--- config.mk ---
export PLATFORM = sky130hd
export DESIGN_NAME = edge_latency_meter
export DESIGN_NICKNAME = d
export VERILOG_FILES = /design/src/rtl/latency_pkg.sv /design/src/rtl/sync_edge.sv /design/src/rtl/edge_latency_meter.sv
export SDC_FILE = /design/constraint.sdc
export NUM_CORES = 1
export LEC_CHECK = 0
export CAP_MARGIN = 30
export CORE_ASPECT_RATIO = 0.75
export CORE_MARGIN = 2
export CORE_UTILIZATION = 55
export CTS_BUF_LIST = sky130_fd_sc_hd__clkbuf_16
export DETAILED_ROUTE_END_ITERATION = 16
export PLACE_DENSITY_LB_ADDON = 0.05
export RECOVER_POWER = 50
export SLEW_MARGIN = 20
export SYNTH_ARGS = -nofsm -noshare
export SYNTH_HDL_FRONTEND = slang
export SYNTH_HIERARCHICAL = 1
export SYNTH_SLANG_ARGS = --single-unit
--- constraint.sdc ---
create_clock -name clk -period 5.15 [get_ports clk]
set_input_delay 0.7725 -clock clk [delete_from_list [all_inputs] [get_ports clk]]
set_output_delay 0.7725 -clock clk [all_outputs]
set_load 0.01 [all_outputs]
--- src/rtl/latency_pkg.sv ---
// Shared types and constants for the edge latency meter.
package latency_pkg;

    typedef enum logic [1:0] {
        ST_IDLE   = 2'd0,
        ST_ARMED  = 2'd1,
        ST_REPORT = 2'd2
    } state_e;

    localparam int         DEF_CNTW    = 24;
    localparam int         DEF_TIMEOUT = 1000000;
    localparam logic [7:0] OVERRUN_MAX = 8'd255;

endpackage

--- src/rtl/sync_edge.sv ---
// Multi-flop synchronizer followed by a registered rising-edge detector.
// The detector is held off until the chain has refilled after reset.
module sync_edge #(
    parameter int SYNC_STAGES = 2
) (
    input  logic clk,
    input  logic reset,
    input  logic din,
    output logic edge_o
);

    localparam int            PW         = $clog2(SYNC_STAGES + 2);
    localparam logic [PW-1:0] PRIME_DONE = PW'(SYNC_STAGES + 1);

    logic [SYNC_STAGES-1:0] sync_q, sync_d;
    logic                   prev_q, prev_d;
    logic [PW-1:0]          prime_q, prime_d;
    logic                   edge_q, edge_d;
    logic                   primed;

    always_comb begin
        primed  = (prime_q == PRIME_DONE);
        sync_d  = {sync_q[SYNC_STAGES-2:0], din};
        prev_d  = sync_q[SYNC_STAGES-1];
        prime_d = primed ? prime_q : prime_q + PW'(1);
        // A level already high at reset release never counts as an edge.
        edge_d  = sync_q[SYNC_STAGES-1] & ~prev_q & primed;
    end

    always_ff @(posedge clk) begin
        if (reset) begin
            sync_q  <= '0;
            prev_q  <= 1'b0;
            prime_q <= '0;
            edge_q  <= 1'b0;
        end else begin
            sync_q  <= sync_d;
            prev_q  <= prev_d;
            prime_q <= prime_d;
            edge_q  <= edge_d;
        end
    end

    assign edge_o = edge_q;

endmodule

--- src/rtl/edge_latency_meter.sv ---
// Measures clk cycles from a stim rising edge to the following resp rising edge.
// Optional min/max statistics are built when LATENCY_MINMAX_EN is defined.
//
// state     | meaning
// ----------+-----------------------------------------------------------
// ST_IDLE   | waiting for a stim edge
// ST_ARMED  | counting cycles until a resp edge or the timeout
// ST_REPORT | result held on the valid/ready port until accepted
module edge_latency_meter
    import latency_pkg::*;
#(
    parameter int CNTW        = DEF_CNTW,
    parameter int TIMEOUT     = DEF_TIMEOUT,
    parameter int SYNC_STAGES = 2
) (
    input  logic            clk,
    input  logic            reset,
    input  logic            stim,
    input  logic            resp,
    input  logic            clear_stats,
    input  logic            result_ready,
    output logic            result_valid,
    output logic [CNTW-1:0] result_latency,
    output logic            result_timeout,
    output logic            busy,
    output logic [7:0]      overrun_cnt
`ifdef LATENCY_MINMAX_EN
    ,
    output logic [CNTW-1:0] min_latency,
    output logic [CNTW-1:0] max_latency
`endif
);

    localparam logic [CNTW-1:0] TIMEOUT_C = CNTW'(TIMEOUT);

    logic            stim_edge, resp_edge;
    state_e          state_q, state_d;
    logic [CNTW-1:0] cnt_q, cnt_d;
    logic [CNTW-1:0] lat_q, lat_d;
    logic            to_q, to_d;
    logic [7:0]      ovr_q, ovr_d;
    logic [CNTW-1:0] cnt_inc;
    logic            drop;

    sync_edge #(.SYNC_STAGES(SYNC_STAGES)) u_sync_stim (
        .clk    (clk),
        .reset  (reset),
        .din    (stim),
        .edge_o (stim_edge)
    );

    sync_edge #(.SYNC_STAGES(SYNC_STAGES)) u_sync_resp (
        .clk    (clk),
        .reset  (reset),
        .din    (resp),
        .edge_o (resp_edge)
    );

    always_comb begin
        state_d = state_q;
        cnt_d   = cnt_q;
        lat_d   = lat_q;
        to_d    = to_q;
        drop    = 1'b0;
        cnt_inc = cnt_q + CNTW'(1);

        case (state_q)
            ST_IDLE: begin
                if (stim_edge && resp_edge) begin
                    state_d = ST_REPORT;
                    lat_d   = '0;
                    to_d    = 1'b0;
                end else if (stim_edge) begin
                    state_d = ST_ARMED;
                    cnt_d   = '0;
                end
            end
            ST_ARMED: begin
                cnt_d = cnt_inc;
                drop  = stim_edge;
                // A response on the final cycle still counts as a real result.
                if (resp_edge) begin
                    state_d = ST_REPORT;
                    lat_d   = cnt_inc;
                    to_d    = 1'b0;
                end else if (cnt_inc == TIMEOUT_C) begin
                    state_d = ST_REPORT;
                    lat_d   = TIMEOUT_C;
                    to_d    = 1'b1;
                end
            end
            ST_REPORT: begin
                drop = stim_edge;
                if (result_ready) begin
                    state_d = ST_IDLE;
                end
            end
            default: begin
                state_d = ST_IDLE;
            end
        endcase

        if (clear_stats) begin
            ovr_d = '0;
        end else if (drop && (ovr_q != OVERRUN_MAX)) begin
            ovr_d = ovr_q + 8'd1;
        end else begin
            ovr_d = ovr_q;
        end
    end

    always_ff @(posedge clk) begin
        if (reset) begin
            state_q <= ST_IDLE;
            cnt_q   <= '0;
            lat_q   <= '0;
            to_q    <= 1'b0;
            ovr_q   <= '0;
        end else begin
            state_q <= state_d;
            cnt_q   <= cnt_d;
            lat_q   <= lat_d;
            to_q    <= to_d;
            ovr_q   <= ovr_d;
        end
    end

`ifdef LATENCY_MINMAX_EN
    logic [CNTW-1:0] min_q, min_d;
    logic [CNTW-1:0] max_q, max_d;
    logic            stat_upd;

    always_comb begin
        stat_upd = (state_q != ST_REPORT) && (state_d == ST_REPORT) && !to_d;
        min_d    = min_q;
        max_d    = max_q;
        if (clear_stats) begin
            min_d = '1;
            max_d = '0;
        end else if (stat_upd) begin
            if (lat_d < min_q) min_d = lat_d;
            if (lat_d > max_q) max_d = lat_d;
        end
    end

    always_ff @(posedge clk) begin
        if (reset) begin
            min_q <= '1;
            max_q <= '0;
        end else begin
            min_q <= min_d;
            max_q <= max_d;
        end
    end

    assign min_latency = min_q;
    assign max_latency = max_q;
`endif

    assign result_valid   = (state_q == ST_REPORT);
    assign result_latency = lat_q;
    assign result_timeout = to_q;
    assign busy           = (state_q != ST_IDLE);
    assign overrun_cnt    = ovr_q;

endmodule

[Word level (Yosys, flattened, before mapping)]
Index checks and enable logic that the tools add are counted.
Word-level totals
  output and inout bits: 35
  bits in registers: 71
  word-level logic and storage cells: 63
  bits of input ports: 6
Operators by class
  eq/ne operators: 12
  $add $sub $neg: 4
  multiplexer cells: 18
  reductions and logical operators: 10
  bitwise logic cells: 6
Operator list (count)
  24-bit two-way mux: 5
  24-bit case mux with 2 select lines: 2
  24-bit by 1-bit adder with 24-bit output, second input constant: 1
  24-bit by 20-bit == test with 1-bit output, second input constant: 1
  2-bit two-way mux: 5
  3-bit AND reduction: 3
  8-bit by 1-bit adder with 8-bit output, second input constant: 1
  8-bit inequality test, second input constant: 1
  2-bit == test, second input constant: 3
  2-bit inequality test, second input constant: 3
  3-bit by 2-bit inequality test with 1-bit output, second input constant: 2
  2-bit case mux with 3 select lines: 1
  2-bit by 1-bit adder with 2-bit output, second input constant: 2
  1-bit AND: 4
  1-bit two-way mux: 4
  2-bit nonzero test: 2
  2-bit OR reduction: 2
  2-bit by 1-bit == test with 1-bit output, second input constant: 1
  1-bit logical AND: 2
  2-bit logical NOT: 1
  2-bit by 1-bit inequality test with 1-bit output, second input constant: 1
  1-bit NOT: 2
  1-bit case mux with 2 select lines: 1

[Depth between registers and ports, before layout]
  word-level depth: 5
  depth in mapped cells: 10
  gate-level depth less buffers: 10

[Modules after synthesis]
Netlist, hierarchy kept.
By module, submodules not included
  edge_latency_meter: seq. area each 1181.1 µm², cells each 382, instances 1, area an instance 3146.8 µm²
  sync_edge: seq. area each 120.1 µm², cells each 15, instances 2, area an instance 193.9 µm²

[Least setup slack after synthesis]
OpenSTA, ideal clock, no wires.
  kind: register to register
  from: register cnt_q[0]
  to: register lat_q[11], in the netlist result_latency[11]
  buffers on the path: 1
  setup time: 0.117 ns
  arrival time: 2.671 ns
  required time: 5.033 ns
  period minus slack after synthesis: 2.788 ns
  stages on the path, launching flop included: 11
  setup slack: 2.362 ns
  cells stage by stage: dfxtp_1 -> ha_1 -> nand3_2 -> nor3_4 -> nand3_1 -> mux2_2 -> a221o_1 -> nor4_4 -> a311oi_4 -> buf_6 -> a22o_1
On the way
  cells in the longest elaborated chain, start to end: 4
  elaborated cells between the ends (all ways): 6
  classes of those cells: add/sub: 1; eq/ne: 2; mux: 2; reduce/logical: 1
Ends and longest elaborated chain
  from (decl): line edge_latency_meter.sv:38  | logic [CNTW-1:0] cnt_q, cnt_d;
  from (signal assigned): line edge_latency_meter.sv:121  | cnt_q <= cnt_d;
  24-bit by 1-bit adder with 24-bit output *: line edge_latency_meter.sv:65  | cnt_inc = cnt_q + CNTW'(1);
  24-bit by 20-bit == test with 1-bit output: line edge_latency_meter.sv:86  | end else if (cnt_inc == TIMEOUT_C) begin
  3-bit by 2-bit inequality test with 1-bit output (no line)
  3-bit AND reduction (no line)
  to (signal assigned): line edge_latency_meter.sv:122  | lat_q <= lat_d;
  to (decl): line edge_latency_meter.sv:39  | logic [CNTW-1:0] lat_q, lat_d;
Every way passes the cells marked *; elsewhere a longest branch is shown, timed or not.
A chain may end at the register's enable or synchronous reset.

==> results.txt <==
----------------------------------------------------
[Global routing]
  Global-route wire length before repair ... 13600 um
  Number of antenna violations at the first check in global routing ... 0
  Grt peak-use layer ... met2
  All-layer global routing usage ... 25.1%
  Overall overflow remaining after global route ... 0
  Global-route track usage on met2 ... 37.5%
  Met1 track demand over resource in global routing ... 35.0%
  Met3 track utilization from global routing ... 6.77%
  Via count of the first global-routing pass ... 2812
  Maximum number of pins on one net before global-route repair ... 47

[Die]
  Placeable core region ... 6260 um2
  Row Count ... 25
  Area of the die ... 7090 um2
  Number of top-level pins ... 41
  Initial core utilization ... 56.5%
  Die outline height ... 73.4 um
  Die Wd ... 96.6 um

[STA]
  Fmax ... 0.264 GHz
  Fin crit period ... 3.79 ns
  Post-route setup TNS ... 0 ns
  Worst setup slack after layout ... 1.36 ns
  Worst hold-check slack ... 0.445 ns
  Setup Skew ... 0.00491 ns
  Number of endpoints failing setup at the final stage ... 0
  Fin. Hold Viols ... 0
  Headroom to the max-slew limit ... -41.4%
  RSZ-0062 raised after global routing ... false
  Final count of pins violating max slew ... 47
  Share of the cycle needed by the critical path after routing ... 73.6%
  Transition at the pin with the smallest max-transition slack ... 2.12 ns

[CTS]
  Clk slew on worst S/H paths ... 0.05 ns
  Cells resized by post-CTS repair ... 0
  Number of clock buffers inserted by TritonCTS ... 9
  Sink Count ... 71
  Buffer count from post-CTS setup fixing ... 0
  Clock latency on the worst-skew pair ... 0.33 ns
  Hold buffer count at CTS ... 0
  Maximum count of clock buffers along a single path ... 2
  CTS tree ... built
  H-tree levels ... 3
  Root Driver ... sky130_fd_sc_hd__clkbuf_16

[Route]
  Iter 0 DRT Violations ... 146
  First-pass iteration count of the detailed router ... 4
  Number of antenna-violating nets in the routed design ... 0
  Via count of the routed design ... 3050
  Average wire per standard cell ... 15.3 um
  Mean number of vias per cell ... 5.79
  Final wirelength ... 8050 um
  Remaining design rule violation count ... 0

[Placed design]
  Instance count after placement with tap cells included ... 512
  PortBufs ... 40
  Minimum setup slack after placement ... 2.02 ns
  Area of placed instances ... 3960 um2
  Routability cong. ... 0.932
  Dpl hpwl ... 5500 um

[Logic synthesis]
  Cell count after synthesis ... 412
  Cell types with the highest counts after synthesis ... sky130_fd_sc_hd__dfxtp_1, sky130_fd_sc_hd__nor2_1, sky130_fd_sc_hd__nand2_1, sky130_fd_sc_hd__a21oi_1, sky130_fd_sc_hd__xnor2_1
  Area leader, netlist ... sky130_fd_sc_hd__dfxtp_1
  Synthesized area per cell ... 8.58 um2
  Synthesis warning total ... 6
  Post-synthesis cell type count ... 54
  Area share of the largest cell type after synthesis ... 40.2%
  Number of synthesized register bits ... 71
  Fraction of registers with async set or reset after synthesis ... 0%
  Post-Syn Area ... 3530 um2
  Synthesized netlist net count ... 426
  Sequential share of the synthesized area ... 40.2%
  Synth area leaders ... sky130_fd_sc_hd__dfxtp_1, sky130_fd_sc_hd__xnor2_1, sky130_fd_sc_hd__nor2_1
  Leading cell type by number of instances after synthesis ... sky130_fd_sc_hd__dfxtp_1
  Top flip-flop cell by instance count after synthesis ... sky130_fd_sc_hd__dfxtp_1
  Number of enable flip-flop cells after synthesis ... 0

[Power]
  Power per unit of standard cell area ... 331 nW/um2
  Leakage component of the power ... 1.66 nW
  Worst ir drop on vdd ... 0.205 mV
  Total chip power ... 1.42 mW

[Final layout]
  Net count of the finished layout ... 456
  Share of final-layout standard cells stronger than drive strength 1 ... 8.30%
  Diodes inserted ... 0
  Core utilization of the finished layout ... 68.4%
  Non-filler cells, final ... 527
  Area delta synth->final ... 21.1%
  Register area ... 1420 um2
  Final design area excluding fillers ... 4280 um2
  Number of inserted filler cells in the final layout ... 549
  Multi-input combinational cell area ... 1940 um2

[Status]
  Failing checks ... max-capacitance violations, max-slew violations
  Outcome ... finished with violations

[Critical path]
  Critical path required time ... 5.37 ns
  Worst Setup Start Kind ... primary input
  Crit-path max FO ... 46
  Endpoint arrival time on the critical path ... 4.01 ns
  Longest individual stage delay on the worst path ... 1.51 ns
  Family of cells with the greatest summed delay on the critical path ... buffers and inverters
  Critical path cell sequence ... dlygate4sd3_1, clkbuf_1, inv_1, nand3_1, inv_1, a22o_1
  Number of logic stages on the critical path including buffering ... 6
  Top cell by count, worst path ... sky130_fd_sc_hd__inv_1
  Critical path buffer and inverter count ... 4
  Depth of the most critical reg-to-reg path ... 9
  Crit path capture type ... flop
  Critical-path cell with the highest stage delay ... sky130_fd_sc_hd__clkbuf_1
  Kind of critical path ... primary input to flop

[Flow run]
  Number of max-cap violations ... 1

[Min path]
  Hold Path Stages ... 2
  Type of the worst min-delay path ... flop to flop

----------------------------------------------------
==> area by class of cell <==
class / count / share of cell area (%)
inverter: 18 / 1.58
clock inverter: 6 / 2.37
sequential: 71 / 33.2
tap: 81 / 2.37
timing repair buffer: 44 / 9.97
multi-input combinational: 298 / 45.2
clock buffer: 9 / 5.26
==> worst paths after layout <==
path                                   startpoint                 end  slack (ns)
worst min register to register  result_latency[6]   result_latency[6]        0.44
worst min-delay path            result_latency[6]   result_latency[6]        0.44
worst max-delay path                        reset  result_latency[15]        1.36
worst max register to register           cnt_q[0]  result_latency[23]        1.92
==> layout by cell type, fill, tap and decap left out, types with 11 or more instances in the layout <==
master and n:
sky130_fd_sc_hd__nor2_1 47, sky130_fd_sc_hd__nor3_1 12, sky130_fd_sc_hd__nand3_1 15, sky130_fd_sc_hd__a22o_1 13, sky130_fd_sc_hd__a21oi_1 28, sky130_fd_sc_hd__o21ai_0 12, sky130_fd_sc_hd__xor2_1 11, sky130_fd_sc_hd__dlygate4sd3_1 33
sky130_fd_sc_hd__inv_1 19, sky130_fd_sc_hd__xnor2_1 21, sky130_fd_sc_hd__dfxtp_1 71, sky130_fd_sc_hd__nand2_1 41
==> power by group <==
part / internal (mW) / leakage [nW] / switching, mW
Clock: 0.465 / 0.162 / 0.220
Sequential: 0.564 / 0.574 / 0.00887
Combinational: 0.0567 / 0.926 / 0.103
==> cells by family (layout without fill, tap and decap cells) <==
group,after synthesis,in the layout,synth area share (%)
AO/OA/AOI/OAI,86,86,17.1
adder cells (fa/ha/maj),8,8,2.83
multiplexers,6,6,1.81
AND/OR/NAND/NOR,166,166,25.1
flip-flops,71,71,40.2
buffers and inverters,43,77,4.96
XOR/XNOR,32,32,7.93
==> routing by layer <==
layer  wire, um  share of wire (%)
met1       3930                 49
met2       3590                 45
met3        453                5.6
met4         83                1.0
met5          0                  0
==> sequential cells by signal, indices dropped and copies added (netlist names) <==
signal               flops
cnt_q                   24
result_latency          24
overrun_cnt              8
state_q                  2
u_sync_resp/prime_q      2
u_sync_resp/sync_q       2
u_sync_stim/prime_q      2
u_sync_stim/sync_q       2
result_timeout           1
u_sync_resp/edge_o       1
u_sync_resp/prev_q       1
u_sync_stim/edge_o       1
u_sync_stim/prev_q       1
==> worst min-delay path: stages (launching register included) <==
cell and delay [ns]:
sky130_fd_sc_hd__dfxtp_1 0.31, sky130_fd_sc_hd__inv_1 0.05, sky130_fd_sc_hd__a21oi_1 0.05
(Power assumes the default switching activity.)
